File: src/rtl/fruit_pkg.sv
// fruit_pkg: FSM states, level encodings and lane helpers shared by the fruit game blocks.
package fruit_pkg;

    typedef enum logic [2:0] {IDLE, WAIT, PICK, SPAWN, HALT} sched_state_e;
    typedef enum logic [1:0] {LVL0, LVL1, LVL2, LVL3} level_e;

    function automatic logic [2:0] lane_mask(input logic [1:0] lvl);
        return lvl == LVL0 ? 3'b001 : lvl == LVL1 ? 3'b011 : 3'b111;
    endfunction

    function automatic logic [1:0] lane_next(input logic [1:0] i);
        return i == 2'd2 ? 2'd0 : i + 2'd1;
    endfunction

endpackage

File: src/rtl/lfsr8.sv
// lfsr8: 8-bit Fibonacci LFSR (taps 8,6,5,4) advancing every clock, reset to seed.
module lfsr8 (
    input  logic       clk,
    input  logic       rst_n,
    input  logic [7:0] seed,
    output logic [7:0] q
);

    always_ff @(posedge clk or negedge rst_n)
        if (!rst_n) q <= seed;
        else q <= {q[6:0], q[7] ^ q[5] ^ q[4] ^ q[3]};

endmodule

File: src/rtl/spawn_scheduler.sv
// spawn_scheduler: paces fruit launches over three lanes by level; SPAWN_SCHEDULER_LFSR_EN
// selects a pseudo-random start lane instead of round-robin.
module spawn_scheduler
    import fruit_pkg::*;
#(
    parameter int unsigned INTERVAL0 = 48,
    parameter int unsigned INTERVAL1 = 32,
    parameter int unsigned INTERVAL2 = 20,
    parameter logic [7:0]  LFSR_SEED = 8'hA5
) (
    input  logic       clk,
    input  logic       rst_n,
    input  logic       tick,
    input  logic [1:0] level,
    input  logic       go,
    input  logic [2:0] done,
    output logic [2:0] spawn,
    output logic [2:0] active,
    output logic       halted
);

    if (LFSR_SEED == 8'h00) begin : g_seed_chk
        $error("LFSR_SEED must be nonzero");
    end

    sched_state_e state, state_n;
    logic [7:0] cnt, ival;
    logic [1:0] lvl, last, sel, start, i1, i2, pick;
    logic [2:0] cand, sel_hot;
    logic       load;

`ifdef SPAWN_SCHEDULER_LFSR_EN
    logic [7:0] q;
    lfsr8 u_lfsr (.clk, .rst_n, .seed(LFSR_SEED), .q);
    assign start = 2'(q % 8'd3);
`else
    assign start = lane_next(last);
`endif

    // level is sampled only when the counter loads; lvl holds it for the lane mask
    assign ival    = level == LVL0 ? 8'(INTERVAL0) : level == LVL1 ? 8'(INTERVAL1) : 8'(INTERVAL2);
    assign cand    = lane_mask(lvl) & ~active;
    assign i1      = lane_next(start);
    assign i2      = lane_next(i1);
    assign pick    = cand[start] ? start : cand[i1] ? i1 : i2;
    assign sel_hot = 3'b001 << sel;

    always_ff @(posedge clk or negedge rst_n)
        if (!rst_n) state <= IDLE;
        else state <= state_n;

    always_comb begin
        state_n = state;
        load    = 1'b0;
        if (go) state_n = HALT;
        else
            unique case (state)
                IDLE:  begin state_n = tick ? WAIT : IDLE; load = tick; end
                WAIT:  state_n = tick && cnt == 8'd1 ? PICK : WAIT;
                PICK:  state_n = |cand ? SPAWN : PICK;
                SPAWN: begin state_n = WAIT; load = 1'b1; end
                default: state_n = HALT;
            endcase
    end

    always_ff @(posedge clk or negedge rst_n)
        if (!rst_n) begin
            cnt    <= 8'd0;
            spawn  <= 3'b000;
            active <= 3'b000;
            halted <= 1'b0;
            last   <= 2'd2;
            sel    <= 2'd0;
            lvl    <= 2'd0;
        end else if (go) begin
            spawn  <= 3'b000;
            active <= 3'b000;
            halted <= 1'b1;
        end else begin
            spawn  <= state == SPAWN ? sel_hot : 3'b000;
            active <= (active & ~done) | (state == SPAWN ? sel_hot : 3'b000);
            if (load) begin
                cnt <= ival;
                lvl <= level;
            end else if (state == WAIT && tick) cnt <= cnt - 8'd1;
            if (state == PICK) sel <= pick;
            if (state == SPAWN) last <= sel;
        end

endmodule

File: config.mk
export PLATFORM = sky130hd
export DESIGN_NAME = spawn_scheduler
export DESIGN_NICKNAME = d
export VERILOG_FILES = /design/src/rtl/fruit_pkg.sv /design/src/rtl/lfsr8.sv /design/src/rtl/spawn_scheduler.sv
export SDC_FILE = /design/constraint.sdc
export NUM_CORES = 1
export LEC_CHECK = 0
export ABC_CLOCK_PERIOD_IN_PS = 2000
export BUFFER_PORTS_ARGS = -buffer_cell sky130_fd_sc_hd__buf_4
export CAP_MARGIN = 5
export CORE_AREA = 2 2 51 53
export CTS_BUF_LIST = sky130_fd_sc_hd__clkbuf_16
export DETAILED_ROUTE_END_ITERATION = 7
export DIE_AREA = 0 0 53 55
export PLACE_DENSITY = 0.69
export RECOVER_POWER = 25
export SYNTH_ARGS = -nofsm -noshare
export SYNTH_HDL_FRONTEND = slang
export SYNTH_SLANG_ARGS = --single-unit
File: constraint.sdc
create_clock -name clk -period 2 [get_ports clk]
set_clock_uncertainty 0.15 [all_clocks]
set_input_delay 0.1 -clock clk [delete_from_list [all_inputs] [get_ports clk]]
set_output_delay 0.1 -clock clk [all_outputs]
set_load 0.005 [all_outputs]
==> results.ini, run 1 <==
[run_status]
status=finished, final reports clean

[logic_synthesis]
synth_nets=121
synth_top_area_frac=0.5038
syn_area_per_cell_um2=10.38
synth.area.top_cells=dfrtp_1 (50%), nor2_1 (4.6%), xor2_1 (3.1%)
ys_seq_elements=24
synth_flop_cell=dfrtp_1
synthDistinctLibCells=37
yosys.area.top_type=dfrtp_1
synth-edff-count=0
yosysMostFrequentCell=dfrtp_1
synth_seq_area_share=0.5268
yosys-top-cells-count=dfrtp_1 (23), nor2_1 (14), a21oi_1 (6), inv_1 (6), nor3_1 (5)
async_flop_share=1.000
netlist_instances=110
synthesis.area_mm2=0.001142
yosysWarnings=0

[worst_setup_path]
cp_max_fo=8
reg2reg_from=state[1]$_DFF_PN0_
rrSetupSlack_ps=210
ff2ff_path_depth=3
crit_path_end=lvl[0]$_DFFE_PN0P_
worstSetupPathType=reg2reg
start_kind=flip-flop
r2r_end=lvl[0]$_DFFE_PN0P_
worstSetupEndpointType=flip-flop
crit_start=state[1]$_DFF_PN0_
crit_required_ps=1990
worstPathArrival_ps=1790

[clock_tree]
post_cts_buffers=0
cts_root_buf=clkbuf_16
clock_sinks=24
cts_buffers=3
cts_tree=done
clk_pin_slew_ps=60
cts_buffer_depth=2
h-tree-depth=1
cts.repair.resized=0
clk_latency_ps=260

[power_and_ir_drop]
finalPower_w=0.001033
pwr-share-clk=0.415
p_per_area_mw_per_mm2=733.8
p_int_w=0.0008102
p_leak_nw=0.6408
peakVddDrop_mv=0.4153
power.share.switching=0.2156
power_frac_comb=0.078
switching_power_w=0.0002227
seqPwrFrac=0.507

[routing]
drtPass1Iterations=4
drtAntennaViolNets=0
drc_errors=0
wirelength_mm=2.323
viasPerCell=5.319
vias=867
avgRoutedWirePerCell_um=14.25
drt-initial-drc-count=22

[floorplanning]
rows=18
core_area_mm2=0.002365
floorplan.initialDensity=0.4831
boundaryPins=16
fp.dieW_um=53
die-area_mm2=0.002915
die_h_um=55

[sta]
setup_viol=0
max_freq_ghz=0.5572
final.setup.tns_ps=0
slew_headroom=0.1407
tightest_slew_ps=1289
final_hold_viol_count=0
min_period_over_period=0.8973
rsz0062_at_grt=no
min_period_ps=1795
drv_slew=0
holdWs_ps=4.738

[global_route]
antenna_found_initial=0
grt-ovfl-total=0
grt_pass1_wl_mm=3.939
grt_max_degree=25
grt_pass1_vias=848
grt_usage=0.1965

[place]
dp_hpwl_mm=1.641
dpl.cell_count=155
io_buffers=15
place_congestion=0.7275

[cells_and_area]
fin_nets=145
final_cells=163
fillers=203
areaGrowthSynthToFinish_pct=23.22
drive_above_1_share=0.2030
antenna-diode-count=0

[min_path]
hp-class=in2reg

[flow_run]
maxCapViolCount=0

-- cells by family (layout without fill, tap and decap cells) --
family	Yosys count	count (layout)	synth area share
and+or+nand+nor	48	48	0.2399
muxes	2	2	0.01971
DFF	24	24	0.5268
buffers and inverters	8	31	0.03285
xor gates and xnor gates	6	6	0.04600
adders and majority gates	2	2	0.02190
AOI/OAI and AO/OA	20	20	0.1128
-- flip-flops by register name (all words and copies together) (netlist names) --
name    cells
active      3
cnt         8
halted      1
last        2
lvl         2
sel         2
spawn       3
state       3
-- layout by cell type (no fill, tap or decap), drive strengths merged, types with 2 or more instances in the layout --
master	synthesis	routed
a21oi	7	7
xor2	4	4
ha	2	2
o21ai	4	4
nor4	3	3
or2	2	2
dfrtp	23	23
nand2b	4	4
xnor2	2	2
clkbuf	0	4
dlygate4sd3	0	4
nor3b	2	2
mux2	2	2
o31a	2	2
nand4	2	2
nand2	3	3
nor2	15	15
nor3	5	5
nand3b	2	2
inv	6	6
nand3	3	3
a21o	2	2
buf	2	16
-- how the worst min path moves through the flow --
stage | end | slack, ps | from | cells past startpoint
2_1_floorplan | active[0]$_DFF_PN0_ | -350 | rst_n | 0
3_3_place_gp | cnt[2]$_DFFE_PN0P_ | -140 | rst_n | 1
3_5_place_dp | cnt[4]$_DFFE_PN0P_ | -140 | rst_n | 1
4_1_cts | active[1]$_DFF_PN0_ | 4 | done[1] | 3
5_1_grt | active[1]$_DFF_PN0_ | 10 | done[1] | 3
6_report | active[1]$_DFF_PN0_ | 5 | done[1] | 3
-- metal layers --
layer,part of all wire,GRT usage
met1,0.46,0.2396
met3,0.029,0.04301
met2,0.49,0.3292
met4,0.020,0.1026
met5,0,0
-- repair_timing --
| action | CTS | global route |
|---|---|---|
| hold endpoints to repair | 29 | 0 |
| setup endpoints to repair | 0 | 0 |
| hold buffers | 4 | 0 |
-- critical path, stage by stage (launching register included) --
cell     delay (ps)
dfrtp_1         440
or3b_1          410
a21oi_2         310
mux2_2          370
-- power by group through the flow --
stage,sequential [W],clock (W),combinational [W]
floorplan,0.000527,0,0.0000420
global placement,0.000531,0,0.0000727
detailed placement,0.000532,0,0.0000749
CTS,0.000523,0.000438,0.0000823
global route,0.000526,0.000457,0.0000917
finish,0.000523,0.000429,0.0000804
-- layout make-up --
type / instances / area (um^2) / share of cell area
clock inverters: 1 / 3.754 / 0.002667
repair buffers: 21 / 163.9 / 0.1164
well taps: 30 / 37.54 / 0.02667
multi-input cells: 78 / 503.0 / 0.3573
flip-flops and latches: 24 / 601.8 / 0.4276
clock buffers: 3 / 75.07 / 0.05333
inverters: 6 / 22.52 / 0.01600
-- through the flow --
stage | instance area [um^2] | worst slack, ps | utilization
3_3_place_gp | 1292 | 257.8 | 0.5466
3_5_place_dp | 1292 | 216.8 | 0.5466
6_report | 1408 | 205.4 | 0.5952
5_1_grt | 1408 | 114.7 | 0.5952
2_1_floorplan | 1142 | 405.1 | -
4_1_cts | 1411 | 211.4 | 0.5968
Power figures use the tool's default switching activity.
==> inputs of run 2 (changes only) <==
--- a/config.mk
+++ b/config.mk
@@ -8,12 +8,13 @@
 export ABC_CLOCK_PERIOD_IN_PS = 2000
 export BUFFER_PORTS_ARGS = -buffer_cell sky130_fd_sc_hd__buf_4
 export CAP_MARGIN = 5
-export CORE_AREA = 2 2 51 53
+export CORE_AREA = 2 2 65 43
 export CTS_BUF_LIST = sky130_fd_sc_hd__clkbuf_16
 export DETAILED_ROUTE_END_ITERATION = 7
-export DIE_AREA = 0 0 53 55
-export PLACE_DENSITY = 0.69
+export DIE_AREA = 0 0 67 45
+export PLACE_DENSITY = 0.68
 export RECOVER_POWER = 25
 export SYNTH_ARGS = -nofsm -noshare
 export SYNTH_HDL_FRONTEND = slang
+export SYNTH_HIERARCHICAL = 1
 export SYNTH_SLANG_ARGS = --single-unit
==> results.ini, run 2 <==
[run_status]
status=finished, final reports clean

[global_route]
grt_usage=0.1853
grt_max_degree=25
grt_pass1_wl_mm=3.850
grt_pass1_vias=791
antenna_found_initial=0
grt-ovfl-total=0

[power_and_ir_drop]
p_per_area_mw_per_mm2=732.3
peakVddDrop_mv=0.4697
p_leak_nw=0.6395

[sta]
setup_viol=0
final_hold_viol_count=0
drv_slew=0
rsz0062_at_grt=no
max_freq_ghz=0.5329
slew_headroom=0.1685
timing.final.ws_setup_ps=123.5
min_period_over_period=0.9383
min_period_ps=1877
tightest_slew_ps=1247
final.setup.tns_ps=0

[routing]
avgRoutedWirePerCell_um=13.74
viasPerCell=5.224
drt-initial-drc-count=52
vias=862
wirelength_mm=2.267
drtPass1Iterations=4
drc_errors=0
drtAntennaViolNets=0

[worst_setup_path]
ff2ff_path_depth=4
cp_num_buf_inv=2
crit_required_ps=2000
cp_max_fo=6
crit_family=simple AND/OR/NAND/NOR gates
worstSetupEndpointType=flip-flop
path_depth=6
critPathMaxStageDelay_ps=590
crit_path_end=cnt[5]$_DFFE_PN0P_
reg2reg_from=cnt[0]$_DFFE_PN0P_
start_kind=input pin
worstPathArrival_ps=1880
cp_cell_sequence=dlygate4sd3_1 > buf_4 > nor4_1 > nand3_1 > xnor2_1 > o21a_1
worstSetupPathType=in2reg
rrSetupSlack_ps=220
crit_start=go
r2r_end=cnt[5]$_DFFE_PN0P_
slowest_stage=nor4_1

[logic_synthesis]
synth_top_area_frac=0.5038
synthDistinctLibCells=37
synth_xor_area_frac=0.04600
synthAdderAreaFrac=0.02191
synth_seq_area_share=0.5268
synth-simple-area-share=0.2399
synth_compound_area_frac=0.1128
synth-edff-count=0
yosys-top-cells-count=dfrtp_1 (23), nor2_1 (14), a21oi_1 (6), inv_1 (6), nor3_1 (5)
synth.area.top_cells=dfrtp_1 (50%), nor2_1 (4.6%), xor2_1 (3.1%)
synth_top_family_by_area=simple AND/OR/NAND/NOR gates
synth_flop_cell=dfrtp_1
yosysMostFrequentCell=dfrtp_1
yosysWarnings=6
synth_nets=121
syn_area_per_cell_um2=10.38
muxShareOfSynthArea=0.01972
yosys.area.top_type=dfrtp_1
async_flop_share=1.000
netlist_instances=110
synthesis.area_mm2=0.001142
ys_seq_elements=24

[floorplanning]
die-area_mm2=0.003015
core_area_mm2=0.002382
fp.dieW_um=67
rows=14
die_h_um=45
floorplan.initialDensity=0.4795
boundaryPins=16

[place]
io_buffers=15
place_congestion=0.8631
dp_hpwl_mm=1.662
pre_cts_ws_ps=267.5

[min_path]
hp-class=in2reg

[clock_tree]
cts_buffers=3
h-tree-depth=1
cts_buffer_depth=2
clk_pin_slew_ps=60
clock_sinks=24
cts_tree=done
cts_root_buf=clkbuf_16
cts.repair.resized=0
clk_latency_ps=260

[cells_and_area]
largest_register_ffs=8
drive_above_1_share=0.1955
top_register=cnt
fin_nets=145
areaGrowthSynthToFinish_pct=23.66
antenna-diode-count=0
fillers=213
final_common_cell=dfrtp_1
final_cell_mix=dfrtp_1 (23), buf_4 (15), nor2_1 (14)

[flow_run]
maxCapViolCount=0

==> run 2: changes by cell type in the layout (fill, tap and decap cells not counted), sizes merged <==
cell | before | now
dlygate4sd3 | 4 | 5
buf | 16 | 15
==> run 2: repair_timing <==
item / CTS / global route
hold buffers: 5 / 0
buffers inserted: 0 / 0
hold endpoints to repair: 29 / 0
==> run 2: worst min path at each step <==
stage	start	to	slack (ps)	cells after the start
floorplan	rst_n	active[0]$_DFF_PN0_	-350	0
global placement	rst_n	cnt[1]$_DFFE_PN0P_	-130	1
detailed placement	rst_n	cnt[1]$_DFFE_PN0P_	-130	1
CTS	done[1]	active[1]$_DFF_PN0_	6	3
finish	done[1]	active[1]$_DFF_PN0_	3	3
global route	done[1]	active[1]$_DFF_PN0_	20	3
==> run 2: routing by layer <==
metal	global-route usage	part of all wire	up-vias
li1	-	-	429
met1	0.2745	0.52	411
met2	0.2455	0.41	18
met3	0.05985	0.045	4
met4	0.08571	0.019	0
met5	0	0	-
==> run 2: metrics by stage <==
step	hold slack [ps]	cells	area [um^2]	util	power [W]
floorplan	-345.6	110	1142	-	0.0005689
global placement	-133.6	156	1287	0.5404	0.0006037
detailed placement	-134.7	156	1287	0.5404	0.0006049
CTS	5.805	165	1416	0.5945	0.001046
global route	18.78	165	1413	0.5930	0.001084
finish	3.212	165	1413	0.5930	0.001035
==> run 2: worst min-delay path, stage by stage <==
cell and delay [ps]:
buf_4 80, nor2_1 40, a21o_1 160
==> run 2: cell families (layout without fill, tap and decap cells) <==
| logic type | count (synthesis) | after routing |
|---|---|---|
| AND/OR/NAND/NOR | 48 | 48 |
| flip-flops | 24 | 24 |
| AO/OA/AOI/OAI | 20 | 20 |
| buffers and inverters | 8 | 31 |
| XOR/XNOR | 6 | 6 |
| adder cells (fa/ha/maj) | 2 | 2 |
| multiplexers | 2 | 2 |
==> run 2: layout make-up <==
| class | instances | area, um^2 | area share |
|---|---|---|---|
| clock buffers | 3 | 75.07 | 0.05314 |
| repair buffers | 21 | 166.4 | 0.1178 |
| clock inverters | 1 | 3.754 | 0.002657 |
| inverters | 6 | 22.52 | 0.01594 |
| multi-input cells | 78 | 503.0 | 0.3561 |
| flip-flops and latches | 24 | 601.8 | 0.4260 |
| well taps | 32 | 40.04 | 0.02834 |
==> run 2: where the power goes <==
part / internal [W] / switching (W) / total [W]
combinational: 0.0000409 / 0.0000387 / 0.0000796
sequential: 0.000503 / 0.0000192 / 0.000523
clock: 0.000267 / 0.000165 / 0.000432
total: 0.000812 / 0.000223 / 0.00103
